`src/rtl/reset_pkg.sv`:
```
// Shared types and legal parameter ranges for the reset sequencer.
package reset_pkg;

  typedef enum logic [1:0] {
    SYNC    = 2'd0,
    HOLD    = 2'd1,
    RELEASE = 2'd2,
    DONE    = 2'd3
  } state_e;

  localparam int NUM_CH_MIN      = 1;
  localparam int NUM_CH_MAX      = 8;
  localparam int SYNC_STAGES_MIN = 2;
  localparam int SYNC_STAGES_MAX = 4;

  // A zero hold length still asserts every channel for one cycle.
  function automatic int hold_eff(input int hold_cycles);
    return (hold_cycles == 0) ? 1 : hold_cycles;
  endfunction

endpackage

```
`src/rtl/reset_sync.sv`:
```
// Reset deassertion synchroniser: async clear, data input tied high.
module reset_sync #(
  parameter int STAGES = 2
) (
  input  logic clk_i,
  input  logic rst_n_i,
  output logic sync_n_o
);

  logic [STAGES-1:0] sync_q;

  always_ff @(posedge clk_i or negedge rst_n_i) begin
    if (!rst_n_i) begin
      sync_q <= '0;
    end else begin
      sync_q <= {sync_q[STAGES-2:0], 1'b1};
    end
  end

  assign sync_n_o = sync_q[STAGES-1];

endmodule

```
`src/rtl/reset_sequencer.sv`:
```
// Holds all channel resets, then releases them one by one, bit 0 first,
// spacing releases by a stagger interval and waiting for each acknowledge.
module reset_sequencer
  import reset_pkg::*;
#(
  parameter int NUM_CH         = 4,
  parameter int HOLD_CYCLES    = 1000,
  parameter int STAGGER_CYCLES = 16,
  parameter int CNT_W          = 16,
  parameter int SYNC_STAGES    = 2
) (
  input  logic              I_CLK,
  input  logic              I_ASYNC_RESET_N,
  input  logic              I_SOFT_RESET,
  input  logic [NUM_CH-1:0] I_CH_READY,
  output logic [NUM_CH-1:0] O_SYNC_RESET,
  output logic              O_DONE,
  output state_e            O_DBG_STATE
);

  if (NUM_CH < NUM_CH_MIN || NUM_CH > NUM_CH_MAX) begin : g_bad_num_ch
    $error("reset_sequencer: NUM_CH out of range");
  end
  if (SYNC_STAGES < SYNC_STAGES_MIN || SYNC_STAGES > SYNC_STAGES_MAX) begin : g_bad_stages
    $error("reset_sequencer: SYNC_STAGES out of range");
  end
  if (HOLD_CYCLES < 0 || (CNT_W < 32 && (HOLD_CYCLES >> CNT_W) != 0)) begin : g_bad_hold
    $error("reset_sequencer: HOLD_CYCLES does not fit in CNT_W bits");
  end
  if (STAGGER_CYCLES < 0 || (CNT_W < 32 && (STAGGER_CYCLES >> CNT_W) != 0)) begin : g_bad_stagger
    $error("reset_sequencer: STAGGER_CYCLES does not fit in CNT_W bits");
  end

  localparam int HOLD_EFF = hold_eff(HOLD_CYCLES);
  localparam int IDX_W    = (NUM_CH > 1) ? $clog2(NUM_CH) : 1;

  // The cycle in which the synchroniser output first reads high is already
  // the first hold cycle, so leaving SYNC loads one less than a soft reload.
  localparam logic [CNT_W-1:0] HOLD_RELOAD  = CNT_W'(HOLD_EFF - 1);
  localparam logic [CNT_W-1:0] HOLD_FIRST   = CNT_W'((HOLD_EFF > 1) ? HOLD_EFF - 2 : 0);
  localparam logic [CNT_W-1:0] STAGGER_LOAD = CNT_W'((STAGGER_CYCLES > 0) ? STAGGER_CYCLES - 1 : 0);
  localparam logic [IDX_W-1:0] LAST_IDX     = IDX_W'(NUM_CH - 1);

  state_e            state_q;
  logic [NUM_CH-1:0] rst_q;
  logic              done_q;
  logic [CNT_W-1:0]  cnt_q;
  logic [IDX_W-1:0]  idx_q;

  logic              sync_n;
  logic              ready_cur;
  logic [NUM_CH-1:0] adv_mask;
  logic              cnt_zero;

  reset_sync #(
    .STAGES (SYNC_STAGES)
  ) u_reset_sync (
    .clk_i    (I_CLK),
    .rst_n_i  (I_ASYNC_RESET_N),
    .sync_n_o (sync_n)
  );

  // Acknowledge of the most recently released channel, and the next bit to clear.
  always_comb begin
    ready_cur = 1'b0;
    adv_mask  = '0;
    for (int i = 0; i < NUM_CH; i++) begin
      if (idx_q == IDX_W'(i)) begin
        ready_cur = I_CH_READY[i];
      end
      if (i > 0 && idx_q == IDX_W'(i - 1)) begin
        adv_mask[i] = 1'b1;
      end
    end
  end

  assign cnt_zero = (cnt_q == '0);

  always_ff @(posedge I_CLK or negedge I_ASYNC_RESET_N) begin
    if (!I_ASYNC_RESET_N) begin
      state_q <= SYNC;
      rst_q   <= '1;
      done_q  <= 1'b0;
      cnt_q   <= '0;
      idx_q   <= '0;
    end else if (I_SOFT_RESET && state_q != SYNC) begin
      state_q <= HOLD;
      rst_q   <= '1;
      done_q  <= 1'b0;
      cnt_q   <= HOLD_RELOAD;
      idx_q   <= '0;
    end else begin
      case (state_q)
        SYNC: begin
          if (sync_n) begin
            if (HOLD_EFF == 1) begin
              rst_q[0] <= 1'b0;
              idx_q    <= '0;
              cnt_q    <= STAGGER_LOAD;
              state_q  <= RELEASE;
            end else begin
              cnt_q   <= HOLD_FIRST;
              state_q <= HOLD;
            end
          end
        end
        HOLD: begin
          if (cnt_zero) begin
            rst_q[0] <= 1'b0;
            idx_q    <= '0;
            cnt_q    <= STAGGER_LOAD;
            state_q  <= RELEASE;
          end else begin
            cnt_q <= cnt_q - CNT_W'(1);
          end
        end
        RELEASE: begin
          if (idx_q == LAST_IDX) begin
            if (ready_cur) begin
              done_q  <= 1'b1;
              state_q <= DONE;
            end
          end else if (cnt_zero && ready_cur) begin
            rst_q <= rst_q & ~adv_mask;
            idx_q <= idx_q + IDX_W'(1);
            cnt_q <= STAGGER_LOAD;
          end else if (!cnt_zero) begin
            cnt_q <= cnt_q - CNT_W'(1);
          end
        end
        DONE: begin
          done_q <= 1'b1;
        end
        default: begin
          state_q <= SYNC;
        end
      endcase
    end
  end

  assign O_SYNC_RESET = rst_q;
  assign O_DONE       = done_q;
  assign O_DBG_STATE  = state_q;

endmodule

```
`config.mk`:
```
export PLATFORM = sky130hd
export DESIGN_NAME = reset_sequencer
export DESIGN_NICKNAME = d
export VERILOG_FILES = /design/src/rtl/reset_pkg.sv /design/src/rtl/reset_sync.sv /design/src/rtl/reset_sequencer.sv
export SDC_FILE = /design/constraint.sdc
export NUM_CORES = 1
export LEC_CHECK = 0
export BUFFER_PORTS_ARGS = -buffer_cell sky130_fd_sc_hd__buf_4
export CAP_MARGIN = 10
export CORE_MARGIN = 8
export CORE_UTILIZATION = 59
export CTS_BUF_LIST = sky130_fd_sc_hd__clkbuf_4 sky130_fd_sc_hd__clkbuf_8 sky130_fd_sc_hd__clkbuf_16
export CTS_CLUSTER_DIAMETER = 150
export DETAILED_ROUTE_END_ITERATION = 6
export PLACE_DENSITY = 0.83
export SLEW_MARGIN = 15
export SYNTH_ARGS = -nofsm -noshare
export SYNTH_HDL_FRONTEND = slang
export SYNTH_SLANG_ARGS = --single-unit
```
`constraint.sdc`:
```
create_clock -name I_CLK -period 3.3 [get_ports I_CLK]
set_clock_uncertainty 0.1 [all_clocks]
set_input_delay 0.495 -clock I_CLK [delete_from_list [all_inputs] [get_ports I_CLK]]
set_output_delay 0.495 -clock I_CLK [all_outputs]
set_load 0.05 [all_outputs]
```
==> reports/metrics.cfg, run 1 <==
[clocking]
cts_setup_buffers=0
cts-root-buf=clkbuf_4
clk_latency_ns=0.33
cts_htree_levels=1
cts.sinks=27
cts_tree=yes
clock_path_buffers=2
numCtsBuffers=3
cts.reportedPaths.clkPinSlew_ns=0.13

[timing]
finalSetupTns_ns=0
fmax_mhz=331
period_share_pct=91.4
rsz0062_at_grt=false
period_minus_slack_ns=3.02
slew_viol_final=0
finalWorstSetupSlack_ns=0.283
setup_viol=0
relSlewSlack_pct=43.2
hold_violations=0
tightest_slew_ns=0.845

[logic_synthesis]
synthAdderAreaFrac_pct=7.62
synth_seq_area_share_pct=37.7
synth_compound_area_share_pct=25.8
synth_ff_type=dfrtp_1
yosysWarnings=0
syn-num-nets=220
synth_enable_flop_cells=0
syn_avg_cell_area_um2=8.94
async_reset_ff_share_pct=100
syn-cell-area_mm2=0.00181
yosysUniqueCellTypes=53
synthCells=202
muxShareOfSynthArea_pct=1.18
synthSimpleGateAreaFrac_pct=21.6
ys_ff_latch=27
synth_xor_area_share_pct=0.485
synth_top_family_by_area=compound AO/OA/AOI/OAI gates

[worst_hold_path]
min_path_type=reg -> reg
min-delay-start=u_reset_sync.sync_q[0]
min_path_cells=0

[final_layout]
final_core_util_pct=65.9
fill_cells=243
area_delta_synth_final_pct=8.59
drive_gt1_share_pct=16.3
final_common_cell=dfrtp_1
stdcell_area_mm2=0.00196
mostFrequentLayoutCells=23 x dfrtp_1, 19 x nor2_1, 18 x o21ai_0
antennaDiodeCount=0
nNetsFinal=234

[global_routing]
grt_max_degree=28
grt_pass1_wl_um=6890
overflow=0
grt.total_usage_pct=16.4
antenna_found_initial=0
grt_pass1_vias=1563

[power_and_ir_drop]
total_leakage_power_nw=0.815
power_density_mw_per_mm2=277
ir_drop_v=0.000195
power_w=0.000544

[floorplanning]
fp.dieH_um=71.3
core-area_mm2=0.00298
dieWidth_um=71.3
die-area_mm2=0.00509
start_util_pct=60.7
num_rows=20
ios=14

[routing]
drt_pre_antenna_iters=4
drtAntennaViolNets=0
vias=1599
wire_per_inst_um=16.7
first_iter_violations=185
wirelength_um=4150
drc=0
routed_via_density=6.45

[worst_setup_path]
required_ns=3.43
path_depth=8
cp_num_buf_inv=1
path_cells=inv_1, ha_1, or3b_2, nor4_1, nand3_2, a21oi_4, o41ai_1, a22o_1
crit_type=reg -> reg
cpMaxStageDelayCell=nor4_1
crit_fanout=6
critPathMaxStageDelay_ns=0.72
r2r-start=cnt_q[0]
r2r_cells=8
cp-startpoint=cnt_q[0]
worstSetupStartpointType=flip-flop
cp_top_family=simple AND/OR/NAND/NOR gates
endpoint_kind=flip-flop
arrival_ns=3.15

[outcome]
status=complete, no violations

[placement]
port_buffers=13
place_ws_ns=0.402
dpl-instance-area_mm2=0.00192
place.gp.congestion=0.852
dp_hpwl_um=3110

[flow_run]
maxCapViolations=0

==> through the flow <==
step	hold slack, ns	std cells
floorplan	0.0994	202
detailed placement	0.242	243
global placement	0.237	243
CTS	0.273	248
global route	0.276	248
finish	0.267	248
==> metal layers <==
layer | track usage (%) | wire (um) | vias to the layer above
li1 | - | - | 774
met1 | 18.7 | 1790 | 772
met2 | 30.0 | 2120 | 46
met3 | 2.37 | 172 | 7
met4 | 6.00 | 62 | 0
met5 | 0 | 0 | -
==> final timing paths <==
| check | to | slack [ns] |
|---|---|---|
| worst max-delay path | cnt_q[5] | 0.28 |
| worst min-delay path | u_reset_sync.sync_q[1] | 0.27 |
| worst max register to register | cnt_q[5] | 0.28 |
| worst min register to register | u_reset_sync.sync_q[1] | 0.27 |
| max in group asynchronous | O_SYNC_RESET[2] | 2.31 |
| min in group asynchronous | cnt_q[10] | 0.49 |
==> cell usage after synthesis (3+ instances only) <==
cell,count,area [um2]
nor2b_1,3,18.8
or4_1,3,22.5
a21oi_1,14,70.1
dfrtp_1,23,576
inv_1,10,37.5
a31oi_1,6,37.5
dfstp_2,4,105
o2bb2ai_1,3,26.3
buf_6,3,33.8
a22o_1,4,35.0
a21boi_0,3,22.5
clkbuf_1,3,11.3
buf_2,3,15.0
o21ai_0,18,90.1
o31ai_1,3,22.5
nand3_1,3,15.0
nor2_1,19,71.3
nor4_1,5,31.3
nand2_1,13,48.8
ha_1,11,138
nand2b_1,4,25.0
nor3_1,4,20.0
==> power breakdown <==
| group | switching, W | total [W] | internal (W) |
|---|---|---|---|
| Sequential | 0.00000395 | 0.000340 | 0.000337 |
| Combinational | 0.0000324 | 0.0000525 | 0.0000201 |
| Clock | 0.0000950 | 0.000151 | 0.0000557 |
| Total | 0.000131 | 0.000544 | 0.000412 |
==> timing repair <==
item / 4_1_cts / 5_1_grt
gates resized for setup: 0 / 1
endpoints found under the hold margin: 23 / 0
endpoints found under the setup margin: 0 / 1
hold buffers: 1 / 0
==> state kept, by name, summed over array words and instances, names as in the netlist <==
name                 count
O_DBG_STATE              2
u_reset_sync.sync_q      2
O_DONE                   1
cnt_q                   16
idx_q                    2
O_SYNC_RESET             4
==> cell families (layout without fill, tap and decap cells) <==
| kind of cell | after synthesis | in the layout |
|---|---|---|
| DFF | 27 | 27 |
| AOI/OAI and AO/OA | 70 | 70 |
| xor gates and xnor gates | 1 | 1 |
| muxes | 2 | 2 |
| other | 1 | 1 |
| buffers and inverters | 19 | 32 |
| and+or+nand+nor | 71 | 71 |
| adders and majority gates | 11 | 11 |
==> layout make-up <==
type                            instances  area (um2)  share of cell area [%]
Timing Repair Buffer                   18         138                    7.02
Inverter                               10        37.5                    1.91
Tap cell                               33        41.3                    2.10
Clock buffer                            4        30.0                    1.53
Sequential cell                        27         681                    34.7
Multi-Input combinational cell        156        1030                    52.7
Note: power is estimated with default switching activity, not from simulation.
==> run 2: changes to the inputs <==
Settings changed: MAX_ROUTING_LAYER set to met4.
==> run 2 against run 1 <==
Compared with the run above:
- sequential power barely moved
- final area did not move
- fmax fell by 0.26%
- global-route usage rose by 0.45 points
- setup slack got worse by 0.0077 ns
- flip-flop and latch count did not move
- critical path depth did not move
- cell count did not move
- non-clock buffer count did not move
==> reports/metrics.cfg, run 2 (same netlist as run 1, synthesis figures left out) <==
[final_layout]
final_common_cell=dfrtp_1  ; unchanged
fill_cells=243  ; unchanged
largest_reg_flops=16  ; unchanged
mostFrequentLayoutCells=23 x dfrtp_1, 19 x nor2_1, 18 x o21ai_0  ; unchanged
ff_latch_area_um2=681  ; unchanged
largest-register=cnt_q  ; unchanged
drive_gt1_share_pct=16.3  ; unchanged
area_delta_synth_final_pct=8.59  ; unchanged
multi_input_area_mm2=0.00103  ; unchanged
nNetsFinal=234  ; unchanged
fin_cells=248  ; unchanged
antennaDiodeCount=0  ; unchanged

[timing]
hold_violations=0  ; unchanged
slew_viol_final=0  ; unchanged
finalSetupTns_ns=0  ; unchanged
setup_viol=0  ; unchanged
period_share_pct=91.6  ; was 91.4%
period_minus_slack_ns=3.02  ; about the same
fmax_mhz=331  ; about the same
tightest_slew_ns=0.848  ; was 0.845 ns
relSlewSlack_pct=43.0  ; was 43.2%
rsz0062_at_grt=false  ; unchanged

[routing]
drtAntennaViolNets=0  ; unchanged
drc=0  ; unchanged
routed_via_density=6.54  ; was 6.45
vias=1622  ; was 1599
drt_pre_antenna_iters=4  ; unchanged
wirelength_um=4150  ; about the same
first_iter_violations=190  ; was 185
wire_per_inst_um=16.7  ; about the same

[worst_setup_path]
r2r-start=cnt_q[0]  ; unchanged
endpoint_kind=flip-flop  ; unchanged
r2r-end=cnt_q[5]  ; unchanged
r2r_cells=8  ; unchanged
cp-startpoint=cnt_q[0]  ; unchanged
r2r_slack_ns=0.28  ; about the same
crit_type=reg -> reg  ; unchanged
required_ns=3.44  ; was 3.43 ns
arrival_ns=3.16  ; was 3.15 ns
crit_fanout=6  ; unchanged
worstSetupStartpointType=flip-flop  ; unchanged

[global_routing]
grt.total_usage_pct=16.9  ; was 16.4%
overflow=0  ; unchanged
antenna_found_initial=0  ; unchanged
grt_pass1_vias=1564  ; was 1563
grt_pass1_wl_um=6880  ; was 6890 um
grt_max_degree=28  ; unchanged

[floorplanning]
dieWidth_um=71.3  ; unchanged
core-area_mm2=0.00298  ; unchanged
fp.dieH_um=71.3  ; unchanged
ios=14  ; unchanged
num_rows=20  ; unchanged
die-area_mm2=0.00509  ; unchanged
start_util_pct=60.7  ; unchanged

[clocking]
numCtsBuffers=3  ; unchanged
cts.reportedPaths.clkPinSlew_ns=0.14  ; was 0.13 ns
clock_path_buffers=2  ; unchanged
cts_tree=yes  ; unchanged
cts-root-buf=clkbuf_4  ; unchanged
clk_latency_ns=0.33  ; about the same
cts_htree_levels=1  ; unchanged
cts_setup_buffers=0  ; unchanged
cts.sinks=27  ; unchanged

[flow_run]
maxCapViolations=0  ; unchanged

[power_and_ir_drop]
ir_drop_v=0.000195  ; about the same
power_density_mw_per_mm2=278  ; was 277 mW/mm2
total_leakage_power_nw=0.815  ; unchanged

[placement]
port_buffers=13  ; unchanged
place.gp.congestion=0.866  ; was 0.852
dp.cells=243  ; unchanged
dp_hpwl_um=3110  ; unchanged

[worst_hold_path]
min_to=u_reset_sync.sync_q[1]  ; unchanged
min_path_type=reg -> reg  ; unchanged
min-delay-start=u_reset_sync.sync_q[0]  ; unchanged
min_path_cells=0  ; unchanged

[outcome]
status=complete, no violations  ; unchanged

[run 2: power breakdown]
part           total [W]  switching, W  internal (W)  leakage, nW
clock           0.000152     0.0000964     0.0000557       0.0184
sequential      0.000341    0.00000404      0.000337        0.313
combinational  0.0000525     0.0000324     0.0000201        0.484
[run 2: how the worst max path moves through the flow]
stage | to | slack, ns | cells past startpoint
after floorplan | cnt_q[7] | 0.65 | 10
after global placement | cnt_q[14] | 0.52 | 7
after detailed placement | cnt_q[14] | 0.40 | 7
after CTS | cnt_q[14] | 0.32 | 7
after global routing | cnt_q[5] | 0.16 | 8
final | cnt_q[5] | 0.28 | 8
[run 2: routing by layer]
metal | vias up | track usage, % | part of all wire (%)
li1 | 773 | - | -
met1 | 791 | 18.8 | 43
met2 | 51 | 30.0 | 51
met3 | 7 | 2.23 | 3.6
met4 | 0 | 6.00 | 1.4
met5 | - | - | 0
[run 2: area by class of cell]
class | instances | share of cell area (%)
clock buffers | 4 | 1.53
inverters | 10 | 1.91
multi-input cells | 156 | 52.7
flip-flops and latches | 27 | 34.7
well taps | 33 | 2.10
repair buffers | 18 | 7.02
[run 2: worst max-delay path: stages, from the launching register on]
cell and delay (ns):
dfrtp_1 0.43, inv_1 0.09, ha_1 0.21, or3b_2 0.52, nor4_1 0.73, nand3_2 0.24
a21oi_4 0.26, o41ai_1 0.11, a22o_1 0.24
[run 2: timing repair]
item / in CTS / in global routing
gates resized for setup: 0 / 1
hold buffers: 1 / 0
endpoints found under the hold margin: 23 / 0
endpoints found under the setup margin: 0 / 1
[run 2: through the flow]
| stage | area [um2] | setup WS (ns) | util, % | hold WS (ns) | total power, W |
|---|---|---|---|---|---|
| floorplan | 1810 | 0.648 | - | 0.0994 | 0.000375 |
| global placement | 1920 | 0.520 | 64.3 | 0.237 | 0.000395 |
| detailed placement | 1920 | 0.402 | 64.3 | 0.242 | 0.000398 |
| CTS | 1960 | 0.318 | 65.7 | 0.273 | 0.000546 |
| global route | 1960 | 0.158 | 65.9 | 0.276 | 0.000561 |
| finish | 1960 | 0.276 | 65.9 | 0.268 | 0.000545 |
